[src/rtl/edge_pkg.sv]
// Shared definitions for the edge detector bank: edge-select encoding and
// the helper that decides whether a level change qualifies for a pulse.
package edge_pkg;

    // Per-channel edge select, two bits per channel on the mode bus.
    typedef enum logic [1:0] {
        EDGE_OFF  = 2'b00,
        EDGE_RISE = 2'b01,
        EDGE_FALL = 2'b10,
        EDGE_BOTH = 2'b11
    } edge_mode_e;

    // True when a level change towards new_lvl is selected by mode.
    function automatic logic edge_qualifies(input logic [1:0] mode, input logic new_lvl);
        logic hit;
        case (edge_mode_e'(mode))
            EDGE_RISE: hit = new_lvl;
            EDGE_FALL: hit = ~new_lvl;
            EDGE_BOTH: hit = 1'b1;
            default:   hit = 1'b0;
        endcase
        return hit;
    endfunction

endpackage

[src/rtl/edge_detect_ch.sv]
// One edge detector channel: synchroniser, debounce counter, filtered level,
// registered edge pulse and sticky, write-1-to-clear event flag.
module edge_detect_ch
    import edge_pkg::*;
#(
    parameter int SYNC_STAGES = 2,
    parameter int DB_CYCLES   = 4,
    parameter int DB_W        = $clog2(DB_CYCLES) + 1
) (
    input  logic       clk,
    input  logic       rst,
    input  logic       sig_in,
    input  logic [1:0] mode,
    input  logic       clr,
    output logic       level_out,
    output logic       pulse_out,
    output logic       event_flag,
    output logic       flag_next
);

    localparam logic [DB_W-1:0] DB_LAST = DB_W'(DB_CYCLES - 1);

    logic [SYNC_STAGES-1:0] sync_q;
    logic [DB_W-1:0]        cnt_q, cnt_d;
    logic                   lvl_q, lvl_d;
    logic                   pulse_q, pulse_d;
    logic                   flag_q;
    logic                   sync_out;
    logic                   update;

    assign sync_out = sync_q[SYNC_STAGES-1];

    // Debounce: count consecutive disagreeing cycles, accept the new level on
    // the last one; the pulse is decided in that same cycle so it lines up
    // with the level change. A set from a new pulse beats a same-cycle clear.
    always_comb begin
        // NOTE: every output gets a default first so no path leaves it unassigned (no latch).
        update = 1'b0;
        cnt_d  = '0;
        if (sync_out != lvl_q) begin
            if (cnt_q == DB_LAST) begin
                update = 1'b1;
            end else begin
                cnt_d = cnt_q + DB_W'(1);
            end
        end
        lvl_d     = update ? sync_out : lvl_q;
        pulse_d   = update & edge_qualifies(mode, sync_out);
        flag_next = pulse_d | (flag_q & ~clr);
    end

    // Channel state registers with synchronous reset.
    always_ff @(posedge clk) begin
        // NOTE: non-blocking assignments so every flop samples pre-edge values.
        if (rst) begin
            sync_q  <= '0;
            cnt_q   <= '0;
            lvl_q   <= 1'b0;
            pulse_q <= 1'b0;
            flag_q  <= 1'b0;
        end else begin
            sync_q  <= {sync_q[SYNC_STAGES-2:0], sig_in};
            cnt_q   <= cnt_d;
            lvl_q   <= lvl_d;
            pulse_q <= pulse_d;
            flag_q  <= flag_next;
        end
    end

    assign level_out  = lvl_q;
    assign pulse_out  = pulse_q;
    assign event_flag = flag_q;

endmodule

[src/rtl/edge_detect_bank.sv]
// Bank of N_CH independent edge detector channels with a shared interrupt
// line raised by any enabled, pending event flag.
module edge_detect_bank
    import edge_pkg::*;
#(
    parameter int N_CH        = 8,
    parameter int SYNC_STAGES = 2,
    parameter int DB_CYCLES   = 4,
    parameter int DB_W        = $clog2(DB_CYCLES) + 1
) (
    input  logic              clk,
    input  logic              rst,
    input  logic [N_CH-1:0]   signal_IN,
    input  logic [2*N_CH-1:0] mode,
    input  logic [N_CH-1:0]   irq_en,
    input  logic [N_CH-1:0]   clr,
    output logic [N_CH-1:0]   level_out,
    output logic [N_CH-1:0]   pulse_out,
    output logic [N_CH-1:0]   event_flag,
    output logic              irq
);

    logic [N_CH-1:0] flag_next;
    logic            irq_d;

    for (genvar i = 0; i < N_CH; i++) begin : g_ch
        edge_detect_ch #(
            .SYNC_STAGES (SYNC_STAGES),
            .DB_CYCLES   (DB_CYCLES),
            .DB_W        (DB_W)
        ) u_ch (
            .clk        (clk),
            .rst        (rst),
            .sig_in     (signal_IN[i]),
            .mode       (mode[2*i +: 2]),
            .clr        (clr[i]),
            .level_out  (level_out[i]),
            .pulse_out  (pulse_out[i]),
            .event_flag (event_flag[i]),
            .flag_next  (flag_next[i])
        );
    end

    // Built from next-state flags so irq moves on the same edge as event_flag.
    assign irq_d = |(flag_next & irq_en);

    // Interrupt output register.
    always_ff @(posedge clk) begin
        if (rst) begin
            irq <= 1'b0;
        end else begin
            irq <= irq_d;
        end
    end

endmodule

[config.mk]
export PLATFORM = sky130hd
export DESIGN_NAME = edge_detect_bank
export DESIGN_NICKNAME = d
export VERILOG_FILES = /design/src/rtl/edge_pkg.sv /design/src/rtl/edge_detect_ch.sv /design/src/rtl/edge_detect_bank.sv
export SDC_FILE = /design/constraint.sdc
export NUM_CORES = 1
export LEC_CHECK = 0
export CORE_ASPECT_RATIO = 0.6
export CORE_MARGIN = 3
export CORE_UTILIZATION = 40
export CTS_CLUSTER_SIZE = 8
export DETAILED_ROUTE_END_ITERATION = 12
export PLACE_DENSITY_LB_ADDON = 0.05
export SLEW_MARGIN = 20
export SYNTH_ARGS = -nofsm -noshare
export SYNTH_HDL_FRONTEND = slang
export SYNTH_SLANG_ARGS = --single-unit
[constraint.sdc]
create_clock -name clk -period 4.3 [get_ports clk]
set_input_delay 1.29 -clock clk [delete_from_list [all_inputs] [get_ports clk]]
set_output_delay 1.29 -clock clk [all_outputs]
set_load 0.01 [all_outputs]
=== Word-level counts from Yosys, hierarchy flattened ===
Index checks and enable logic that the tools add are counted.

* Eq/ne operators: 40
* Mux-type cells: 24
* Reductions and logical operators: 9
* Bitwise gates (word level): 49
* Add/subtract/negate cells: 8

{| class="wikitable"
|+ Operator list
! operator !! count
|-
| $eq A2 B2 Y1 const B || 16
|-
| $add A3 B1 Y3 const B || 8
|-
| $eq A3 B2 Y1 const B || 8
|-
| $not A1 Y1 || 24
|-
| $pmux W1 S3 || 8
|-
| $reduce_or A3 Y1 || 8
|-
| $and A1 B1 Y1 || 16
|-
| $eq A2 B1 Y1 const B || 8
|-
| $mux W1 || 16
|-
| $and A8 B8 Y8 || 1
|-
| $ne A1 B1 Y1 || 8
|-
| $or A1 B1 Y1 || 8
|-
| $reduce_or A8 Y1 || 1
|}

* Logic and storage cells: 171
* Output and inout port bits: 25
* Bits of input ports: 42
* Bits in registers: 65

=== Logic depth before layout (Yosys ltp) ===
Gate-level depths: netlist (run 1).

* Depth after elaboration: 7
* Gate-level depth with buffers: 6
* Depth with buffers taken out: 6

=== By module ===
From an unflattened synthesis (run 1), not the netlist that was laid out.

* Cells, all modules: 206
* Area total of the unflattened synthesis: 2391.0 µm²

{| class="wikitable"
|+ Modules (own cells, without submodules)
! module !! instances !! area an instance (µm²) !! sequential area each (µm²) !! cells an instance
|-
| edge_detect_ch || 8 || 291.5 || 160.2 || 25
|-
| edge_detect_bank || 1 || 58.8 || 20.0 || 6
|}

=== Worst setup path after synthesis (run 1) ===
Ideal clock, no wire load.

* Path type: input-to-reg
* Start: input mode[10]
* End: register irq
* Data required time: 4162 ps
* Arrival time: 1931 ps
* Setup slack: 2232 ps
* Path buffers: 0
* Cell stages on the path: 4
* Cells stage by stage: and4b_1 > nor3_2 > a2bb2oi_2 > a41oi_1

* Cells in the longest elaborated chain, start to end: 6
* Elaborated cells on any way between the ends: 8
* Those cells by class: eq/ne (3); mux (1); bitwise (3); reduce/logical (1)

{| class="wikitable"
|+ RTL lines
! item !! line !! RTL
|-
| from (decl) || edge_detect_bank.sv:14 || <nowiki>input logic [2*N_CH-1:0] mode,</nowiki>
|-
| $eq A2 B2 Y1 / $eq A2 B1 Y1 (equally long branches) || edge_pkg.sv:16 || <nowiki>case (edge_mode_e'(mode))</nowiki>
|-
| $pmux W1 S3 * || edge_pkg.sv:16 ||
|-
| $and A1 B1 Y1 * || edge_detect_ch.sv:48 || <nowiki>pulse_d = update & edge_qualifies(mode, sync_out);</nowiki>
|-
| $or A1 B1 Y1 * || edge_detect_ch.sv:49 || <nowiki>flag_next = pulse_d | (flag_q & ~clr);</nowiki>
|-
| $and A8 B8 Y8 * || edge_detect_bank.sv:45 || <nowiki>assign irq_d = |(flag_next & irq_en);</nowiki>
|-
| $reduce_or A8 Y1 * || edge_detect_bank.sv:45 ||
|-
| to (signal assigned) || edge_detect_bank.sv:52 || <nowiki>irq <= irq_d;</nowiki>
|-
| to (decl) || edge_detect_bank.sv:20 || <nowiki>output logic irq</nowiki>
|}

Every way passes the cells marked *; elsewhere a longest branch is shown, timed or not.
A chain may end at the register's enable or synchronous reset.

=== Worst setup path in the final report (run 1) ===
* Start: register g_ch[6].u_ch.lvl_q
* End: output level_out[6]

{| class="wikitable"
|+ RTL lines
! item !! line !! RTL
|-
| from (decl) || edge_detect_ch.sv:25 || <nowiki>logic lvl_q, lvl_d;</nowiki>
|-
| from (signal assigned) || edge_detect_ch.sv:64 || <nowiki>lvl_q <= lvl_d;</nowiki>
|-
| to (decl) || edge_detect_bank.sv:17 || <nowiki>output logic [N_CH-1:0] level_out,</nowiki>
|}

No word-level cell between the ends.

==> results of run 1 <==
==> synthesized netlist by cell type (all sizes together) <==
cell type  instances  area (um2)
a21oi              6        30.0
a22oi              2        15.0
a2bb2oi            2        30.0
a31oi              6        37.5
a41oi              1        8.76
and4b              4        40.0
buf               26         190
clkbuf             3        11.3
dfxtp             65        1300
ha                16         200
inv               18        67.6
mux2i              8        80.1
nand2b             6        37.5
nand3              6        30.0
nand4b            12         105
nor2              38         143
nor2b             18         113
nor3               2        20.0
or3                8        50.1
xnor2              8        70.1
==> registers in the layout, summed over array words and instances, names as in the netlist <==
register,count
g_ch.u_ch.sync_q,16
g_ch.u_ch.event_flag,8
g_ch.u_ch.cnt_q,24
irq,1
g_ch.u_ch.level_out,8
g_ch.u_ch.pulse_out,8
==> cell families after synthesis <==
| group | after synthesis | share of synthesized area (%) |
|---|---|---|
| multiplexers | 8 | 3.10 |
| flip-flops | 65 | 50.4 |
| AO/OA/AOI/OAI | 17 | 4.70 |
| AND/OR/NAND/NOR | 94 | 20.9 |
| XOR/XNOR | 8 | 2.72 |
| buffers and inverters | 47 | 10.4 |
| adder cells (fa/ha/maj) | 16 | 7.76 |
==> worst paths after layout <==
kind | startpoint | to | slack [ns]
max | g_ch[6].u_ch.level_out | level_out[6] | 1.69
min | g_ch[7].u_ch.cnt_q[0] | g_ch[7].u_ch.cnt_q[0] | 0.42
max reg2reg | g_ch[6].u_ch.cnt_q[0] | irq | 2.67
min reg2reg | g_ch[7].u_ch.cnt_q[0] | g_ch[7].u_ch.cnt_q[0] | 0.42
==> per-stage QoR <==
step | util, % | hold WS, ns | worst slack (ns) | power [mW]
CTS | 56.8 | 0.426 | 1.65 | 1.23
detailed placement | 53.3 | 0.412 | 1.72 | 0.689
floorplan | - | 0.399 | 2.23 | 0.649
finish | 56.8 | 0.420 | 1.69 | 1.20
global route | 56.8 | 0.444 | 1.61 | 1.26
global placement | 53.3 | 0.409 | 1.73 | 0.689
==> layout make-up <==
cell class                 count  area, um2  share of cell area [%]
tap                           80        100                    3.00
inverter                      18       67.6                    2.02
multi-input combinational    143       1010                    30.2
clock inverter                 2       35.0                    1.05
sequential                    65       1300                    38.9
timing repair buffer          66        656                    19.6
clock buffer                  14        173                    5.17
==> routing by layer <==
layer	global-route usage [%]	part of all wire, %	vias up
li1	-	-	919
met1	17.3	51	778
met2	19.2	40	43
met3	6.22	7.4	6
met4	6.53	1.0	0
met5	0	0	-
==> power by group through the flow <==
stage | clock network [mW] | logic (mW) | registers (mW)
2_1_floorplan | 0 | 0.0199 | 0.629
3_3_place_gp | 0 | 0.0592 | 0.630
3_5_place_dp | 0 | 0.0596 | 0.630
4_1_cts | 0.549 | 0.0601 | 0.616
5_1_grt | 0.576 | 0.0641 | 0.617
6_report | 0.528 | 0.0591 | 0.616
==> impl_results.rst, run 1 <==
.. list-table::
   :header-rows: 1

   * - Metric
     - Value
   * - Number of nets with antenna violations after routing
     - 0
   * - Highest-count cells in the layout ignoring fill and taps
     - 65 x sky130_fd_sc_hd__dfxtp_1, 65 x sky130_fd_sc_hd__clkdlybuf4s50_1, 38 x sky130_fd_sc_hd__nor2_1
   * - Half-perimeter wire length after detailed placement
     - around 3300 um
   * - Sw Pwr
     - 235 uW
   * - Number of maximum-capacitance violations
     - 0
   * - Number of flip-flops and latches in the synthesized netlist
     - 65
   * - Bufs and invs on worst path
     - 1
   * - Delay contributed by the slowest stage of the critical path
     - 0.58 ns
   * - HP Class
     - reg -> reg
   * - Via count of the first global-routing pass
     - 1669
   * - Clock-pin slew of the registers on the worst-case setup and hold paths
     - about 0.070 ns
   * - Logic depth of the worst setup path including buffers
     - 1
   * - Relative slew slack
     - around 43%
   * - Leakage power
     - about 1.3 nW
   * - Number of buffers added on ports
     - 66
   * - Cells on Worst Hold Path
     - 1
   * - Peak supply drop
     - between 150 and 200 uV
   * - Placed standard-cell area
     - around 0.0031 mm2
   * - Clock Root Buffer
     - sky130_fd_sc_hd__clkbuf_8
   * - H-tree depth
     - 3
   * - Final net count
     - 361
   * - Worst Max-Slew Pin Slew
     - approximately 0.86 ns
   * - CP Data Arrival Time
     - roughly 1.3 ns
   * - Post-layout instance area
     - 0.00334 mm2
   * - Placed instance count
     - ~370
   * - Post-cts hold buffer count
     - 0
   * - CP Launch Type
     - flop
   * - Internal
     - 968 uW
   * - Width of the die
     - 110 um
   * - Antenna violations before repair
     - 0
   * - Status
     - finished clean
   * - CTS Sinks
     - 65
   * - Startpoint-to-endpoint class of the critical path
     - reg -> out
   * - Number of diodes added for antenna fixing
     - 0
   * - Number of gates resized after cts
     - 0
   * - Total DRC errors in the routed layout
     - 0
   * - Critical Path Fanout Max
     - 5
   * - Power per cell area
     - between 300 and 400 mW/mm2
   * - Setup clock skew after layout
     - around 0.0048 ns
   * - Number of I/O pins
     - 67
   * - Switching part of the total
     - 19.5%
   * - Post-CTS Setup Repair Bufs
     - 0
   * - Buffer levels on the longest clock path
     - 2
   * - Number of slew-limit violations in the final report
     - 0
   * - Crit-path leading delay family
     - buffers and inverters
   * - Routed via count divided by cell count
     - between 4 and 5
   * - Portion of total power attributed to sequential cells
     - about half
   * - Total wire length after detailed routing
     - between 4000 and 5000 um
   * - Syn-to-layout area delta
     - 29.5%
   * - Setup repair after global routing missed its margin
     - no
   * - Data required time at the worst endpoint
     - between 3 and 4 ns
   * - Worst-case reg-to-reg path depth
     - 6
   * - Total Die Area
     - about 0.0075 mm2
   * - Synthesized area divided by synthesized cell count
     - about 10 um2
   * - Master of the slowest instance on the critical path
     - sky130_fd_sc_hd__clkdlybuf4s50_1
   * - Logic gate share of total power
     - just under 5%
   * - Synthesized Nets
     - around 310
   * - Final Hold Fails
     - 0
   * - Global-route wire length before repair
     - roughly 7500 um
   * - Worst skew pair latency
     - 0.33 ns
   * - Sequential cell area fraction in the yosys report
     - between 50% and 60%
   * - Clock period minus final worst setup slack
     - about 2.6 ns
   * - Final setup violation count
     - 0
   * - Total GRT Usage
     - 13.5%
   * - Category of the worst setup path capture point
     - output pin
   * - Initial standard-cell utilization of the core
     - a little over two fifths
   * - Average wire length per cell after detail routing
     - roughly 12 um
   * - Share of total power in the clock network
     - between 40 and 50%
   * - Part of the cycle the worst path needs
     - around three fifths
   * - Largest net degree at the start of global routing
     - 50
   * - Cell variety after synth
     - 21
   * - Initial DRC count
     - 60
   * - Cell breakdown of the critical path
     - clkdlybuf4s50_1
   * - Netlist area before placement
     - about 0.0026 mm2
   * - Cts bufs inserted
     - 9
   * - Max Freq
     - approximately 0.38 GHz
   * - Num rows
     - 21
   * - Overflow left after global routing
     - 0
   * - Number of iterations in the first detailed-routing pass
     - 4
   * - Share of final-layout standard cells stronger than drive strength 1
     - around 6%
   * - Standard cell core area
     - ~0.0059 mm2
   * - Die H
     - 68.2 um
   * - Gpl congestion
     - a little under 0.7
   * - TritonCTS clock tree
     - done
   * - Number of instances in the synthesized netlist
     - ~260
   * - Fin cells
     - a little under 400
   * - Number of vias in the routed layout
     - ~1700
   * - Synth warn
     - 0
   * - Total Negative Setup Slacks
     - 0 ns
   * - Final-layout fill cell count
     - between 500 and 600
Power figures use the tool's default switching activity.
==> inputs of run 2 (changes only) <==
- clock period: 4.3 -> 2.7 ns (I/O delays scaled with it)
==> impl_results.rst, run 2 (synthesis results as in run 1) <==
.. list-table::
   :header-rows: 1

   * - Metric
     - Value
   * - Data required time at the worst endpoint
     - about 1.9 ns
   * - Placed standard-cell area
     - roughly 0.0031 mm2
   * - Post-layout instance area
     - between 0.003 and 0.004 mm2
   * - Largest registers in the final layout
     - g_ch.u_ch.cnt_q: 24 flops, g_ch.u_ch.sync_q: 16 flops
   * - Power per cell area
     - between 500 and 600 mW/mm2
   * - CTS Sinks
     - 65
   * - Total Die Area
     - between 0.007 and 0.008 mm2
   * - Number of vias in the routed layout
     - 1746
   * - Worst skew pair latency
     - approximately 0.33 ns
   * - Final Hold Fails
     - 0
   * - Initial DRC count
     - 34
   * - Setup repair after global routing missed its margin
     - no
   * - Initial standard-cell utilization of the core
     - 43.8%
   * - Total Power
     - ~1.9 mW
   * - Global-route wire length before repair
     - approximately 7400 um
   * - CP Launch Type
     - flop
   * - Via count of the first global-routing pass
     - ~1600
   * - Number of buffers added on ports
     - 66
   * - Antenna violations before repair
     - 0
   * - Share of final-layout standard cells stronger than drive strength 1
     - between 7 and 8%
   * - Final-layout fill cell count
     - 547
   * - Critical Path Fanout Max
     - 5
   * - Syn-to-layout area delta
     - 30.1%
   * - Part of the cycle the worst path needs
     - 79.2%
   * - Buffer levels on the longest clock path
     - 2
   * - Total wire length after detailed routing
     - 4580 um
   * - Worst Max-Slew Pin Slew
     - between 0.7 and 0.8 ns
   * - Overflow left after global routing
     - 0
   * - Number of I/O pins
     - 67
   * - Post-cts hold buffer count
     - 0
   * - Crit-path leading delay family
     - buffers and inverters
   * - Master of the slowest instance on the critical path
     - sky130_fd_sc_hd__clkdlybuf4s50_1
   * - Highest-count cells in the layout ignoring fill and taps
     - 65 x sky130_fd_sc_hd__dfxtp_1, 65 x sky130_fd_sc_hd__clkdlybuf4s50_1, 38 x sky130_fd_sc_hd__nor2_1
   * - Routed via count divided by cell count
     - about 4.5
   * - Max Freq
     - around 0.47 GHz
   * - Standard cell core area
     - 0.00589 mm2
   * - Number of slew-limit violations in the final report
     - 0
   * - Delay contributed by the slowest stage of the critical path
     - about 0.58 ns
   * - FF-to-FF setup slack
     - between 1 and 1.5 ns
   * - Die H
     - approximately 68 um
   * - Width of the die
     - about 110 um
   * - Register with the most flip-flops
     - g_ch.u_ch.cnt_q
   * - Number of iterations in the first detailed-routing pass
     - 4
   * - Gpl congestion
     - 0.678
   * - Final net count
     - around 360
   * - Cts bufs inserted
     - 9
   * - Number of flip-flops in the largest register
     - 24
   * - Setup clock skew after layout
     - 0.00973 ns
   * - Status
     - finished clean
   * - Num rows
     - 21
   * - Bufs and invs on worst path
     - 1
   * - Final setup violation count
     - 0
   * - H-tree depth
     - 3
   * - TritonCTS clock tree
     - done
   * - CP Data Arrival Time
     - between 1 and 1.5 ns
   * - Number of maximum-capacitance violations
     - 0
   * - Relative slew slack
     - about half
   * - Category of the worst setup path capture point
     - output pin
   * - HP Class
     - reg -> reg
   * - Number of diodes added for antenna fixing
     - 0
   * - Leakage power
     - between 1 and 1.5 nW
   * - Startpoint-to-endpoint class of the critical path
     - reg -> out
   * - Total GRT Usage
     - 13.6%
   * - Placed instance count
     - around 370
   * - Cell breakdown of the critical path
     - clkdlybuf4s50_1
   * - Fin cells
     - between 300 and 400
   * - Average wire length per cell after detail routing
     - about 12 um
   * - Peak supply drop
     - between 200 and 300 uV
   * - Clock period minus final worst setup slack
     - 2.14 ns
   * - Clock Root Buffer
     - sky130_fd_sc_hd__clkbuf_8
   * - Half-perimeter wire length after detailed placement
     - roughly 3400 um
   * - Number of nets with antenna violations after routing
     - 0
   * - Total DRC errors in the routed layout
     - 0
   * - Post-CTS Setup Repair Bufs
     - 0
   * - Clock-pin slew of the registers on the worst-case setup and hold paths
     - 0.07 ns
   * - Largest net degree at the start of global routing
     - 45
   * - Number of gates resized after cts
     - 0
   * - Total Negative Setup Slacks
     - 0 ns
[run 2: cell types whose count changed in the layout (fill, tap and decap cells not counted)]
cell | previous run | this run
sky130_fd_sc_hd__buf_4 | 0 | 1
sky130_fd_sc_hd__clkinvlp_4 | 0 | 2
sky130_fd_sc_hd__clkbuf_1 | 2 | 0
[run 2: per-stage QoR]
stage                     worst slack (ns)  utilization [%]  hold slack (ns)
after floorplan                       1.11                -            0.399
after global placement               0.634             53.4            0.409
after detailed placement             0.633             53.4            0.413
after CTS                            0.533             57.0            0.422
after global routing                 0.460             57.0            0.443
final                                0.562             57.0            0.418
[run 2: final timing paths]
| kind | from | endpoint | cells after the start |
|---|---|---|---|
| max | g_ch[2].u_ch.level_out | level_out[2] | 1 |
| min | g_ch[4].u_ch.cnt_q[0] | g_ch[4].u_ch.cnt_q[0] | 1 |
| max reg2reg | g_ch[6].u_ch.cnt_q[0] | irq | 6 |
| min reg2reg | g_ch[4].u_ch.cnt_q[0] | g_ch[4].u_ch.cnt_q[0] | 1 |
[run 2: power breakdown]
part	internal, mW	total [mW]	switching [mW]
Sequential	0.973	0.982	0.00807
Combinational	0.0677	0.0948	0.0271
Clock	0.500	0.853	0.353
[run 2: cell type report]
class	count	area [um2]	share of cell area, %
sequential	65	1300	38.8
timing repair buffer	67	663	19.8
tap	80	100	2.98
clock inverter	4	50.0	1.49
clock buffer	12	165	4.92
multi-input combinational	143	1010	30.1
inverter	18	67.6	2.01
[run 2: metal layers]
metal / vias to the layer above / GRT usage (%) / part of all wire [%]
met5: - / 0 / 0
li1: 927 / - / -
met3: 4 / 7.16 / 6.9
met2: 42 / 19.1 / 41
met4: 0 / 6.07 / 1.2
met1: 773 / 17.4 / 51
==> inputs of run 3 (changes only) <==
- clock period: 2.7 -> 1.9 ns (I/O delays scaled with it)
==> impl_results.rst, run 3 (synthesis results as in run 1) <==
.. list-table::
   :header-rows: 1

   * - Metric
     - Value
   * - Half-perimeter wire length after detailed placement
     - about 3500 um
   * - Logic gate share of total power
     - 5.6%
   * - Status
     - finished clean
   * - Setup clock skew after layout
     - between 0.008 and 0.009 ns
   * - Category of the worst setup path capture point
     - output pin
   * - Crit-path leading delay family
     - buffers and inverters
   * - Number of maximum-capacitance violations
     - 0
   * - Highest-count cells in the layout ignoring fill and taps
     - 63 x sky130_fd_sc_hd__clkdlybuf4s50_1, 59 x sky130_fd_sc_hd__dfxtp_1, 38 x sky130_fd_sc_hd__nor2_1
   * - CP Data Arrival Time
     - between 1 and 1.5 ns
   * - Data required time at the worst endpoint
     - 1.33 ns
   * - Relative slew slack
     - a little under three quarters
   * - Largest registers in the final layout
     - g_ch.u_ch.cnt_q: 24 flops, g_ch.u_ch.sync_q: 16 flops
   * - End of the worst register-to-register path
     - irq
   * - Critical R2R Launch
     - g_ch[5].u_ch.cnt_q[0]
   * - Cells on Worst Hold Path
     - 1
   * - Number of vias in the routed layout
     - approximately 1800
   * - Leakage power
     - between 1 and 1.5 nW
   * - Number of flip-flops in the largest register
     - 24
   * - Global-route wire length before repair
     - approximately 7500 um
   * - Critical Path Fanout Max
     - 5
   * - Cell breakdown of the critical path
     - clkdlybuf4s50_1
   * - Width of the die
     - roughly 110 um
   * - Share of final-layout standard cells stronger than drive strength 1
     - under 10%
   * - Portion of total power attributed to sequential cells
     - between 50 and 60%
   * - Total GRT Usage
     - a little over an eighth
   * - Number of slew-limit violations in the final report
     - 0
   * - Part of the cycle the worst path needs
     - 95.9%
   * - Clock Root Buffer
     - sky130_fd_sc_hd__clkbuf_8
   * - Area of the multi-input gates
     - approximately 0.001 mm2
   * - Final Hold Fails
     - 0
   * - Antenna violations before repair
     - 0
   * - Die H
     - 68.2 um
   * - Final-layout fill cell count
     - 553
   * - Worst-case reg-to-reg path depth
     - 6
   * - Sequential standard cell area
     - approximately 0.0013 mm2
   * - Clock period minus final worst setup slack
     - 1.82 ns
   * - Total wire length after detailed routing
     - 4620 um
   * - Max Freq
     - 0.549 GHz
   * - Hold path startpoint
     - g_ch[2].u_ch.cnt_q[0]
   * - Register with the most flip-flops
     - g_ch.u_ch.cnt_q
   * - Cts bufs inserted
     - 9
   * - Num rows
     - 21
   * - Via count of the first global-routing pass
     - between 1500 and 2000
   * - Sw Pwr
     - around 520 uW
   * - Peak supply drop
     - 356 uV
   * - Number of diodes added for antenna fixing
     - 0
   * - Routed via count divided by cell count
     - 4.50
   * - Largest net degree at the start of global routing
     - 24
   * - Total DRC errors in the routed layout
     - 0
   * - Worst skew pair latency
     - 0.33 ns
   * - Number of buffers added on ports
     - between 60 and 70
   * - Total Power
     - 2.51 mW
   * - Gpl congestion
     - around 0.71
   * - FF-to-FF setup slack
     - roughly 0.30 ns
   * - Initial standard-cell utilization of the core
     - between 40% and 50%
   * - Total Die Area
     - ~0.0075 mm2
   * - Overflow left after global routing
     - 0
   * - Post-CTS Setup Repair Bufs
     - 0
   * - H-tree depth
     - 3
   * - Number of I/O pins
     - between 60 and 70
   * - HP Class
     - reg -> reg
   * - Startpoint-to-endpoint class of the critical path
     - reg -> out
   * - Power per cell area
     - 749 mW/mm2
   * - CP Launch Type
     - flop
   * - TritonCTS clock tree
     - done
   * - Initial DRC count
     - 37
   * - Hold Path Sink
     - g_ch[2].u_ch.cnt_q[0]
   * - Average wire length per cell after detail routing
     - around 12 um
   * - Syn-to-layout area delta
     - 29.7%
   * - CTS Sinks
     - 65
   * - Buffer levels on the longest clock path
     - 2
   * - Share of total power in the clock network
     - just under 40%
   * - Standard cell core area
     - 0.00589 mm2
   * - Clock-pin slew of the registers on the worst-case setup and hold paths
     - ~0.060 ns
   * - Internal
     - 1.98 mW
   * - Setup repair after global routing missed its margin
     - no
   * - Bufs and invs on worst path
     - 1
   * - Switching part of the total
     - a little over a fifth
   * - Delay contributed by the slowest stage of the critical path
     - ~0.55 ns
   * - Post-cts hold buffer count
     - 0
   * - Master of the slowest instance on the critical path
     - sky130_fd_sc_hd__clkdlybuf4s50_1
   * - Number of iterations in the first detailed-routing pass
     - 4
   * - Final setup violation count
     - 0
   * - Number of nets with antenna violations after routing
     - 0
   * - Total Negative Setup Slacks
     - 0 ns
   * - Most common cell after layout, fill and taps aside
     - sky130_fd_sc_hd__clkdlybuf4s50_1
   * - Worst Max-Slew Pin Slew
     - approximately 0.43 ns
   * - Final net count
     - between 300 and 400
-- run 3: per-stage QoR --
stage          worst slack, ns  hold WS, ns  cell area [um2]  std cells  utilization (%)
6_report                0.0779        0.417             3350        392             56.9
2_1_floorplan            0.408        0.399             2580        255                -
5_1_grt                 0.0186        0.429             3350        392             56.9
3_3_place_gp            0.0888        0.408             3170        377             53.9
4_1_cts                0.00289        0.421             3340        392             56.8
3_5_place_dp            0.0358        0.411             3170        377             53.9
-- run 3: worst max path at each step --
stage	from	slack, ns	to	depth (start not counted)
6_report	g_ch[7].u_ch.level_out	0.08	level_out[7]	1
3_3_place_gp	mode[12]	0.09	irq	5
4_1_cts	g_ch[2].u_ch.level_out	0.003	level_out[2]	1
5_1_grt	g_ch[0].u_ch.level_out	0.02	level_out[0]	1
2_1_floorplan	g_ch[6].u_ch.cnt_q[0]	0.41	irq	6
3_5_place_dp	mode[10]	0.04	irq	5
-- run 3: repair_timing --
action	in CTS	in global routing
gates cloned	0	0
hold endpoints to repair	0	0
setup endpoints to repair	5	3
gates resized for setup	5	3
-- run 3: area by class of cell --
cell class | count | share of cell area [%]
well taps | 80 | 2.99
repair buffers | 71 | 20.9
clock inverters | 3 | 0.523
multi-input cells | 143 | 30.2
flip-flops and latches | 65 | 39.1
inverters | 18 | 2.02
clock buffers | 12 | 4.34
-- run 3: power groups by stage --
stage          registers [mW]  clock network [mW]  logic, mW
3_5_place_dp             1.43                   0      0.142
2_1_floorplan            1.42                   0     0.0450
4_1_cts                  1.39                1.02      0.142
5_1_grt                  1.40                1.08      0.153
6_report                 1.39               0.971      0.140
3_3_place_gp             1.43                   0      0.141
-- run 3: metal layers --
layer / global-route usage [%] / wire length (um)
met4: 7.47 / 78
met5: 0 / 0
met1: 16.8 / 2290
met2: 19.7 / 1890
met3: 6.13 / 366
